## config.mk

```make
export PLATFORM = sky130hd
export DESIGN_NAME = mips_multicycle_ctrl_flat
export DESIGN_NICKNAME = d
export VERILOG_FILES = /design/src/rtl/mips_pkg.sv /design/src/rtl/mips_multicycle_ctrl_if.sv /design/src/rtl/alu_op_decoder.sv /design/src/rtl/mips_multicycle_ctrl.sv /design/src/flat_wrapper.sv
export SDC_FILE = /design/constraint.sdc
export NUM_CORES = 1
export LEC_CHECK = 0
export CAP_MARGIN = 0
export CORE_UTILIZATION = 40
export CTS_CLUSTER_DIAMETER = 50
export DETAILED_ROUTE_END_ITERATION = 10
export GPL_TIMING_DRIVEN = 0
export PLACE_DENSITY = 0.74
export REMOVE_ABC_BUFFERS = 1
export SYNTH_ARGS = -nofsm -noshare
export SYNTH_HDL_FRONTEND = slang
export SYNTH_HIERARCHICAL = 1
export SYNTH_SLANG_ARGS = --single-unit
```

## constraint.sdc

```tcl
create_clock -name clk -period 2.8 [get_ports clk]
set_input_delay 0.28 -clock clk [delete_from_list [all_inputs] [get_ports clk]]
set_output_delay 0.28 -clock clk [all_outputs]
set_load 0.01 [all_outputs]
```

## src/rtl/mips_pkg.sv

```systemverilog
// rtl/mips_pkg.sv - shared MIPS constants: ALU op codes, opcodes/functs, states, operand selects
package mips_pkg;

  localparam logic [4:0] ALU_AND  = 5'd0;
  localparam logic [4:0] ALU_OR   = 5'd1;
  localparam logic [4:0] ALU_ADD  = 5'd2;
  localparam logic [4:0] ALU_SUB  = 5'd6;
  localparam logic [4:0] ALU_SLTU = 5'd7;
  localparam logic [4:0] ALU_SLT  = 5'd8;
  localparam logic [4:0] ALU_SLL  = 5'd9;
  localparam logic [4:0] ALU_SRA  = 5'd10;
  localparam logic [4:0] ALU_SRL  = 5'd11;
  localparam logic [4:0] ALU_NOR  = 5'd12;
  localparam logic [4:0] ALU_XOR  = 5'd13;
  localparam logic [4:0] ALU_SLLV = 5'd14;
  localparam logic [4:0] ALU_SRAV = 5'd15;
  localparam logic [4:0] ALU_SRLV = 5'd16;
  localparam logic [4:0] ALU_BNE  = 5'd24;
  localparam logic [4:0] ALU_BGTZ = 5'd25;
  localparam logic [4:0] ALU_BLEZ = 5'd26;
  localparam logic [4:0] ALU_BGEZ = 5'd27;
  localparam logic [4:0] ALU_BLTZ = 5'd31;

  localparam logic [5:0] OP_RTYPE  = 6'h00;
  localparam logic [5:0] OP_REGIMM = 6'h01;
  localparam logic [5:0] OP_BEQ    = 6'h04;
  localparam logic [5:0] OP_BNE    = 6'h05;
  localparam logic [5:0] OP_BLEZ   = 6'h06;
  localparam logic [5:0] OP_BGTZ   = 6'h07;
  localparam logic [5:0] OP_ADDIU  = 6'h09;
  localparam logic [5:0] OP_SLTI   = 6'h0A;
  localparam logic [5:0] OP_SLTIU  = 6'h0B;
  localparam logic [5:0] OP_ANDI   = 6'h0C;
  localparam logic [5:0] OP_ORI    = 6'h0D;
  localparam logic [5:0] OP_XORI   = 6'h0E;
  localparam logic [5:0] OP_LW     = 6'h23;
  localparam logic [5:0] OP_SW     = 6'h2B;

  localparam logic [5:0] FN_SLL  = 6'h00;
  localparam logic [5:0] FN_SRL  = 6'h02;
  localparam logic [5:0] FN_SRA  = 6'h03;
  localparam logic [5:0] FN_SLLV = 6'h04;
  localparam logic [5:0] FN_SRLV = 6'h06;
  localparam logic [5:0] FN_SRAV = 6'h07;
  localparam logic [5:0] FN_ADDU = 6'h21;
  localparam logic [5:0] FN_SUBU = 6'h23;
  localparam logic [5:0] FN_AND  = 6'h24;
  localparam logic [5:0] FN_OR   = 6'h25;
  localparam logic [5:0] FN_XOR  = 6'h26;
  localparam logic [5:0] FN_NOR  = 6'h27;
  localparam logic [5:0] FN_SLT  = 6'h2A;
  localparam logic [5:0] FN_SLTU = 6'h2B;

  localparam logic [1:0] SRCB_RT   = 2'd0;
  localparam logic [1:0] SRCB_FOUR = 2'd1;
  localparam logic [1:0] SRCB_SEXT = 2'd2;
  localparam logic [1:0] SRCB_ZEXT = 2'd3;

  typedef enum logic [2:0] {
    S_FETCH  = 3'd0,
    S_DECODE = 3'd1,
    S_EXEC   = 3'd2,
    S_MEM    = 3'd3,
    S_WB     = 3'd4,
    S_HALT   = 3'd7
  } state_e;

  typedef enum logic [2:0] {
    CLS_R, CLS_I, CLS_LW, CLS_SW, CLS_BR, CLS_BAD
  } iclass_e;

  localparam state_e RESET_STATE = S_FETCH;

endpackage

```

## src/rtl/mips_multicycle_ctrl_if.sv

```systemverilog
// rtl/mips_multicycle_ctrl_if.sv - controller to datapath/memory bus bundle
interface mips_multicycle_ctrl_if;
  logic [31:0] instr;
  logic        alu_zero;
  logic        mem_waitrequest;
  logic [4:0]  alu_control;
  logic        alu_src_a;
  logic [1:0]  alu_src_b;
  logic        ir_write;
  logic        pc_write;
  logic        pc_write_cond;
  logic        mem_read;
  logic        mem_write;
  logic        addr_sel;
  logic        reg_write;
  logic        reg_dst;
  logic        mem_to_reg;
  logic        halted;
  logic [2:0]  state;

  modport master (
    input  instr, alu_zero, mem_waitrequest,
    output alu_control, alu_src_a, alu_src_b, ir_write, pc_write, pc_write_cond,
           mem_read, mem_write, addr_sel, reg_write, reg_dst, mem_to_reg, halted, state
  );

  modport slave (
    output instr, alu_zero, mem_waitrequest,
    input  alu_control, alu_src_a, alu_src_b, ir_write, pc_write, pc_write_cond,
           mem_read, mem_write, addr_sel, reg_write, reg_dst, mem_to_reg, halted, state
  );
endinterface

```

## src/rtl/alu_op_decoder.sv

```systemverilog
// rtl/alu_op_decoder.sv - combinational instr to ALU op, operand-B select and instruction class
module alu_op_decoder
  import mips_pkg::*;
(
  input  logic [31:0] instr,
  output logic [4:0]  alu_control,
  output logic [1:0]  alu_src_b,
  output iclass_e     iclass
);
  logic [5:0] op, funct;
  logic [4:0] rt;
  logic       unused_bits;

  assign op          = instr[31:26];
  assign rt          = instr[20:16];
  assign funct       = instr[5:0];
  assign unused_bits = ^{instr[25:21], instr[15:6]};

  always_comb begin
    alu_control = ALU_ADD;
    alu_src_b   = SRCB_RT;
    iclass      = CLS_BAD;
    case (op)
      OP_RTYPE: begin
        iclass = CLS_R;
        case (funct)
          FN_SLL:  alu_control = ALU_SLL;
          FN_SRL:  alu_control = ALU_SRL;
          FN_SRA:  alu_control = ALU_SRA;
          FN_SLLV: alu_control = ALU_SLLV;
          FN_SRLV: alu_control = ALU_SRLV;
          FN_SRAV: alu_control = ALU_SRAV;
          FN_ADDU: alu_control = ALU_ADD;
          FN_SUBU: alu_control = ALU_SUB;
          FN_AND:  alu_control = ALU_AND;
          FN_OR:   alu_control = ALU_OR;
          FN_XOR:  alu_control = ALU_XOR;
          FN_NOR:  alu_control = ALU_NOR;
          FN_SLT:  alu_control = ALU_SLT;
          FN_SLTU: alu_control = ALU_SLTU;
          default: iclass = CLS_BAD;
        endcase
      end
      OP_ADDIU: begin iclass = CLS_I;  alu_control = ALU_ADD;  alu_src_b = SRCB_SEXT; end
      OP_SLTI:  begin iclass = CLS_I;  alu_control = ALU_SLT;  alu_src_b = SRCB_SEXT; end
      OP_SLTIU: begin iclass = CLS_I;  alu_control = ALU_SLTU; alu_src_b = SRCB_SEXT; end
      // Logical immediates take the zero-extended form.
      OP_ANDI:  begin iclass = CLS_I;  alu_control = ALU_AND;  alu_src_b = SRCB_ZEXT; end
      OP_ORI:   begin iclass = CLS_I;  alu_control = ALU_OR;   alu_src_b = SRCB_ZEXT; end
      OP_XORI:  begin iclass = CLS_I;  alu_control = ALU_XOR;  alu_src_b = SRCB_ZEXT; end
      OP_LW:    begin iclass = CLS_LW; alu_control = ALU_ADD;  alu_src_b = SRCB_SEXT; end
      OP_SW:    begin iclass = CLS_SW; alu_control = ALU_ADD;  alu_src_b = SRCB_SEXT; end
      OP_BEQ:   begin iclass = CLS_BR; alu_control = ALU_SUB;  end
      OP_BNE:   begin iclass = CLS_BR; alu_control = ALU_BNE;  end
      OP_BLEZ:  begin iclass = CLS_BR; alu_control = ALU_BLEZ; end
      OP_BGTZ:  begin iclass = CLS_BR; alu_control = ALU_BGTZ; end
      OP_REGIMM: begin
        if (rt == 5'd0) begin
          iclass = CLS_BR; alu_control = ALU_BLTZ;
        end else if (rt == 5'd1) begin
          iclass = CLS_BR; alu_control = ALU_BGEZ;
        end
      end
      default: iclass = CLS_BAD;
    endcase
  end
endmodule

```

## src/rtl/mips_multicycle_ctrl.sv

```systemverilog
// rtl/mips_multicycle_ctrl.sv - multicycle MIPS control FSM driving ALU, memory bus and datapath enables
module mips_multicycle_ctrl
  import mips_pkg::*;
(
  input  logic                  clk,
  input  logic                  reset,
  mips_multicycle_ctrl_if.master bus
);
  state_e     state_q, state_d;
  logic [4:0] dec_alu;
  logic [1:0] dec_srcb;
  iclass_e    dec_cls;
  logic       fetch_done, mem_done;

  alu_op_decoder u_dec (
    .instr       (bus.instr),
    .alu_control (dec_alu),
    .alu_src_b   (dec_srcb),
    .iclass      (dec_cls)
  );

  // Completion needs the registered request to be up, so the cycle right after
  // reset (requests cleared) never counts as a finished fetch.
  assign fetch_done   = (state_q == S_FETCH) && bus.mem_read && !bus.mem_waitrequest;
  assign mem_done     = (state_q == S_MEM) && (bus.mem_read || bus.mem_write) && !bus.mem_waitrequest;
  assign bus.ir_write = fetch_done;
  assign bus.pc_write = fetch_done;
  assign bus.state    = state_q;

  always_comb begin
    state_d = state_q;
    case (state_q)
      S_FETCH:  if (fetch_done) state_d = S_DECODE;
      S_DECODE: state_d = (dec_cls == CLS_BAD) ? S_HALT : S_EXEC;
      S_EXEC: begin
        case (dec_cls)
          CLS_LW, CLS_SW: state_d = S_MEM;
          CLS_BR:         state_d = S_FETCH;
          default:        state_d = S_WB;
        endcase
      end
      S_MEM:    if (mem_done) state_d = (dec_cls == CLS_LW) ? S_WB : S_FETCH;
      S_WB:     state_d = S_FETCH;
      default:  state_d = S_HALT;
    endcase
  end

  // Outputs are loaded for the state being entered, so each is a clean register.
  always_ff @(posedge clk) begin
    if (reset) begin
      state_q           <= RESET_STATE;
      bus.alu_control   <= ALU_ADD;
      bus.alu_src_a     <= 1'b0;
      bus.alu_src_b     <= SRCB_RT;
      bus.pc_write_cond <= 1'b0;
      bus.mem_read      <= 1'b0;
      bus.mem_write     <= 1'b0;
      bus.addr_sel      <= 1'b0;
      bus.reg_write     <= 1'b0;
      bus.reg_dst       <= 1'b0;
      bus.mem_to_reg    <= 1'b0;
      bus.halted        <= 1'b0;
    end else begin
      state_q           <= state_d;
      bus.alu_control   <= ALU_ADD;
      bus.alu_src_a     <= 1'b0;
      bus.alu_src_b     <= SRCB_RT;
      bus.pc_write_cond <= 1'b0;
      bus.mem_read      <= 1'b0;
      bus.mem_write     <= 1'b0;
      bus.addr_sel      <= 1'b0;
      bus.reg_write     <= 1'b0;
      bus.reg_dst       <= 1'b0;
      bus.mem_to_reg    <= 1'b0;
      bus.halted        <= 1'b0;
      case (state_d)
        S_FETCH: begin
          bus.mem_read  <= 1'b1;
          bus.alu_src_b <= SRCB_FOUR;
        end
        S_EXEC: begin
          bus.alu_control   <= dec_alu;
          bus.alu_src_a     <= 1'b1;
          bus.alu_src_b     <= dec_srcb;
          bus.pc_write_cond <= (dec_cls == CLS_BR);
        end
        S_MEM: begin
          bus.addr_sel  <= 1'b1;
          bus.mem_read  <= (dec_cls == CLS_LW);
          bus.mem_write <= (dec_cls == CLS_SW);
        end
        S_WB: begin
          bus.reg_write  <= 1'b1;
          bus.reg_dst    <= (dec_cls == CLS_R);
          bus.mem_to_reg <= (dec_cls == CLS_LW);
        end
        S_HALT:  bus.halted <= 1'b1;
        default: ;
      endcase
    end
  end
endmodule

```

## src/flat_wrapper.sv

```systemverilog
// flat-port wrapper written by rule: the top's interface ports become plain ports
module mips_multicycle_ctrl_flat import mips_pkg::*;
  (clk, reset, bus_instr, bus_alu_zero, bus_mem_waitrequest, bus_alu_control, bus_alu_src_a, bus_alu_src_b, bus_ir_write, bus_pc_write, bus_pc_write_cond, bus_mem_read, bus_mem_write, bus_addr_sel, bus_reg_write, bus_reg_dst, bus_mem_to_reg, bus_halted, bus_state);
  mips_multicycle_ctrl_if bus_i ();
  input  logic clk;
  input  logic reset;
  input wire logic [$bits(bus_i.instr)-1:0] bus_instr;
  input wire logic [$bits(bus_i.alu_zero)-1:0] bus_alu_zero;
  input wire logic [$bits(bus_i.mem_waitrequest)-1:0] bus_mem_waitrequest;
  output wire logic [$bits(bus_i.alu_control)-1:0] bus_alu_control;
  output wire logic [$bits(bus_i.alu_src_a)-1:0] bus_alu_src_a;
  output wire logic [$bits(bus_i.alu_src_b)-1:0] bus_alu_src_b;
  output wire logic [$bits(bus_i.ir_write)-1:0] bus_ir_write;
  output wire logic [$bits(bus_i.pc_write)-1:0] bus_pc_write;
  output wire logic [$bits(bus_i.pc_write_cond)-1:0] bus_pc_write_cond;
  output wire logic [$bits(bus_i.mem_read)-1:0] bus_mem_read;
  output wire logic [$bits(bus_i.mem_write)-1:0] bus_mem_write;
  output wire logic [$bits(bus_i.addr_sel)-1:0] bus_addr_sel;
  output wire logic [$bits(bus_i.reg_write)-1:0] bus_reg_write;
  output wire logic [$bits(bus_i.reg_dst)-1:0] bus_reg_dst;
  output wire logic [$bits(bus_i.mem_to_reg)-1:0] bus_mem_to_reg;
  output wire logic [$bits(bus_i.halted)-1:0] bus_halted;
  output wire logic [$bits(bus_i.state)-1:0] bus_state;
  assign bus_i.instr = bus_instr;
  assign bus_i.alu_zero = bus_alu_zero;
  assign bus_i.mem_waitrequest = bus_mem_waitrequest;
  assign bus_alu_control = bus_i.alu_control;
  assign bus_alu_src_a = bus_i.alu_src_a;
  assign bus_alu_src_b = bus_i.alu_src_b;
  assign bus_ir_write = bus_i.ir_write;
  assign bus_pc_write = bus_i.pc_write;
  assign bus_pc_write_cond = bus_i.pc_write_cond;
  assign bus_mem_read = bus_i.mem_read;
  assign bus_mem_write = bus_i.mem_write;
  assign bus_addr_sel = bus_i.addr_sel;
  assign bus_reg_write = bus_i.reg_write;
  assign bus_reg_dst = bus_i.reg_dst;
  assign bus_mem_to_reg = bus_i.mem_to_reg;
  assign bus_halted = bus_i.halted;
  assign bus_state = bus_i.state;
  mips_multicycle_ctrl u_core (.clk(clk), .reset(reset), .bus(bus_i));
endmodule
```

==> metrics.yaml <==
status: "completed"
postCtsHoldBufs: 0
ys_ff_latch: 19
cts_tree: "built"
crit_arrival_ps: 2930
first_iter_violations: 39
n_antenna_cell: 0
grt_util_all_layers_pct: 17.5
combPwrFrac_pct: 36.2
nets: 253
grt_overflow: 0
crit_buf_inv: 1
clkPwrFrac_pct: 20.2
drcViolationCount: 0
fill_cells: 345
numCtsBuffers: 3
crit_type: "input pin to register"
switching_share_pct: 33.7
antenna_left: 0
p_seq_share_pct: 43.6
dpl.hpwl_um: 2450
avgSynthCellArea_sq_um: 7.85
crit_fanout: 12
cp-end-kind: "register"
drv_slew: 0
max_stage_delay_ps: 500
placed_cell_area_sq_mm: 0.00181
top_register: "u_core/bus.alu_control"
synth_area_leaders: "dfxtp_1 26%, nor2_1 5.9%, nor3_1 4.1%, nor2b_1 3.9%, nor3b_1 3.6%"
fin_total_pwr_mw: 0.677
cts_root_buf: "clkbuf_4"
worstMarginPinSlew_ps: 970
cp_slowest_cell: "a221o_2"
max_slew_margin_pct: 34.8
antenna_found_initial: 0
async_reset_ff_share_pct: 0
dr_total_vias: 1489
critPathLaunchType: "input pin"
cp_data_required_time_ps: 3010
cpLargestDelayFamily: "compound AO/OA/AOI/OAI gates"
htreeDepth: 1
yosysUniqueCellTypes: 59
final_core_util_pct: 55.0
initial_utilization_pct: 42.5
synth.largest_area_cell: "dfxtp_1"
drt_wl_total_um: 3520
ioPinCount: 57
grt_max_degree: 17
syn_to_final_growth_pct: 29.4
fmax_ghz: 0.368
fp-row-count: 21
die-area_sq_mm: 0.00387
yosysWarnings: 6
cts.reportedPaths.clkPinSlew_ps: 110
die_h_um: 62.2
p_int_mw: 0.449
grt_pass1_vias: 1235
finalCritPeriodShare_pct: 97.1
clock_skew_ps: 12.0
dr.pass1.iters: 4
final_common_cell: "clkdlybuf4s50_1"
p_sw_mw: 0.228
worstPathCellList: "dlygate4sd2_1 > nand4bb_1 > a31oi_2 > a2111oi_4 > nor3b_2 > o31ai_2 > and2b_2 > nor2_2 > a221o_2 > nor2b_2 > o21ba_2"
holdCritPathClass: "input pin to register"
wl_per_cell_um: 13.4
gp_congestion: 0.848
leakage_nw: 0.680
largest_register_ffs: 5
clockBufferDepth: 2
hold_viol: 0
seq_area_frac_synth_pct: 26.2
power_density_mw_per_mm2: 360
routed_via_density: 5.68
synth_edf_count: 0
ys.flop_type: "dfxtp_1"
numClockSinks: 19
ir_drop_mv: 0.265
die_x_um: 62.2
final_layout_size_suffix_gt1_share_pct: 18.1
clk_latency_ps: 300
io_buffers: 40
final_area_sq_mm: 0.00188
setup_viol: 0
maxCapViolCount: 0
syn-cell-area_sq_mm: 0.00145
core_area_sq_mm: 0.00342
min_period_ps: 2720
grt_pass1_wl_um: 5600
syn_inst: 185
yosysTopAreaCellShare_pct: 26.2
final_cell_mix: "28 x clkdlybuf4s50_1, 23 x nor2_1, 19 x dfxtp_1, 11 x nor3_1, 10 x inv_1"
[Yosys cell counts, types with 2 or more instances]
cell type / count
a211o_1: 2
a21oi_1: 8
a31oi_1: 5
a32oi_1: 2
and2_1: 2
and3_1: 2
and3b_1: 2
buf_2: 5
buf_4: 6
buf_6: 2
dfxtp_1: 19
inv_1: 10
mux2i_1: 2
nand2_1: 9
nand3_1: 5
nand3b_1: 2
nor2_1: 23
nor2_2: 2
nor2b_1: 9
nor3_1: 12
nor3b_1: 7
nor4_1: 2
o21ai_0: 2
o21ai_1: 6
o22ai_1: 2
o31ai_1: 2
or2_2: 2
xor2_1: 2
[path summary, 6_finish.rpt]
check,slack [ps],to,depth (start not counted),from
setup / recovery,80,u_core/bus.mem_read$_SDFF_PP0_,11,bus_instr[0]
hold reg to reg,790,u_core/bus.state[0]$_SDFF_PP0_,3,u_core/bus.state[1]$_SDFF_PP0_
setup reg to reg,990,u_core/bus.alu_control[1]$_SDFF_PP1_,4,u_core/bus.state[0]$_SDFF_PP0_
hold / removal,540,u_core/bus.alu_control[4]$_SDFF_PP0_,5,bus_instr[1]
[final cells by class]
type | instances | area, sq um | share of cell area (%)
Tap cell | 46 | 57.6 | 3.06
Sequential cell | 19 | 380 | 20.3
Timing Repair Buffer | 41 | 383 | 20.4
Inverter | 10 | 37.5 | 2.00
Clock inverter | 1 | 5.00 | 0.266
Clock buffer | 3 | 22.5 | 1.20
Multi-Input combinational cell | 142 | 992 | 52.8
[routing by layer]
layer | GRT usage [%] | wire [um] | vias to the layer above
met2 | 28.0 | 1660 | 46
met1 | 24.9 | 1720 | 705
met3 | 2.76 | 128 | 4
met4 | 2.62 | 15 | 0
met5 | 0 | 0 | -
li1 | - | - | 734
[metrics by stage]
stage	std cells	setup slack, ps	hold slack [ps]	TNS (ps)
3_5_place_dp	257	-815	743	-10270
2_1_floorplan	171	455	352	0
5_1_grt	262	-22.8	529	-27.8
3_3_place_gp	257	-792	740	-10300
4_1_cts	261	15.5	632	0
6_report	262	81.3	538	0
[repair_timing]
item / CTS / global route
resized for setup: 19 / 19
endpoints found under the setup margin: 18 / 16
pin swaps: 0 / 1
setup buffers: 0 / 1
[worst min-delay path, stage by stage]
cell and delay, ps:
clkbuf_2 200, nand3_1 140, o32ai_2 70, inv_1 60, nor3_1 40
[power groups by stage]
stage	sequential, mW	clock (mW)	combinational [mW]
after global routing	0.298	0.157	0.265
after detailed placement	0.302	0	0.236
after floorplan	0.306	0	0.120
final	0.295	0.137	0.245
after CTS	0.295	0.140	0.237
after global placement	0.301	0	0.235
[cells by family after synthesis]
logic type,Yosys count,synth area share [%]
buffers and inverters,24,9.22
AOI/OAI and AO/OA,45,23.3
muxes,2,1.38
xor gates and xnor gates,2,1.21
DFF,19,26.2
and+or+nand+nor,93,38.7
(Power assumes the default switching activity.)
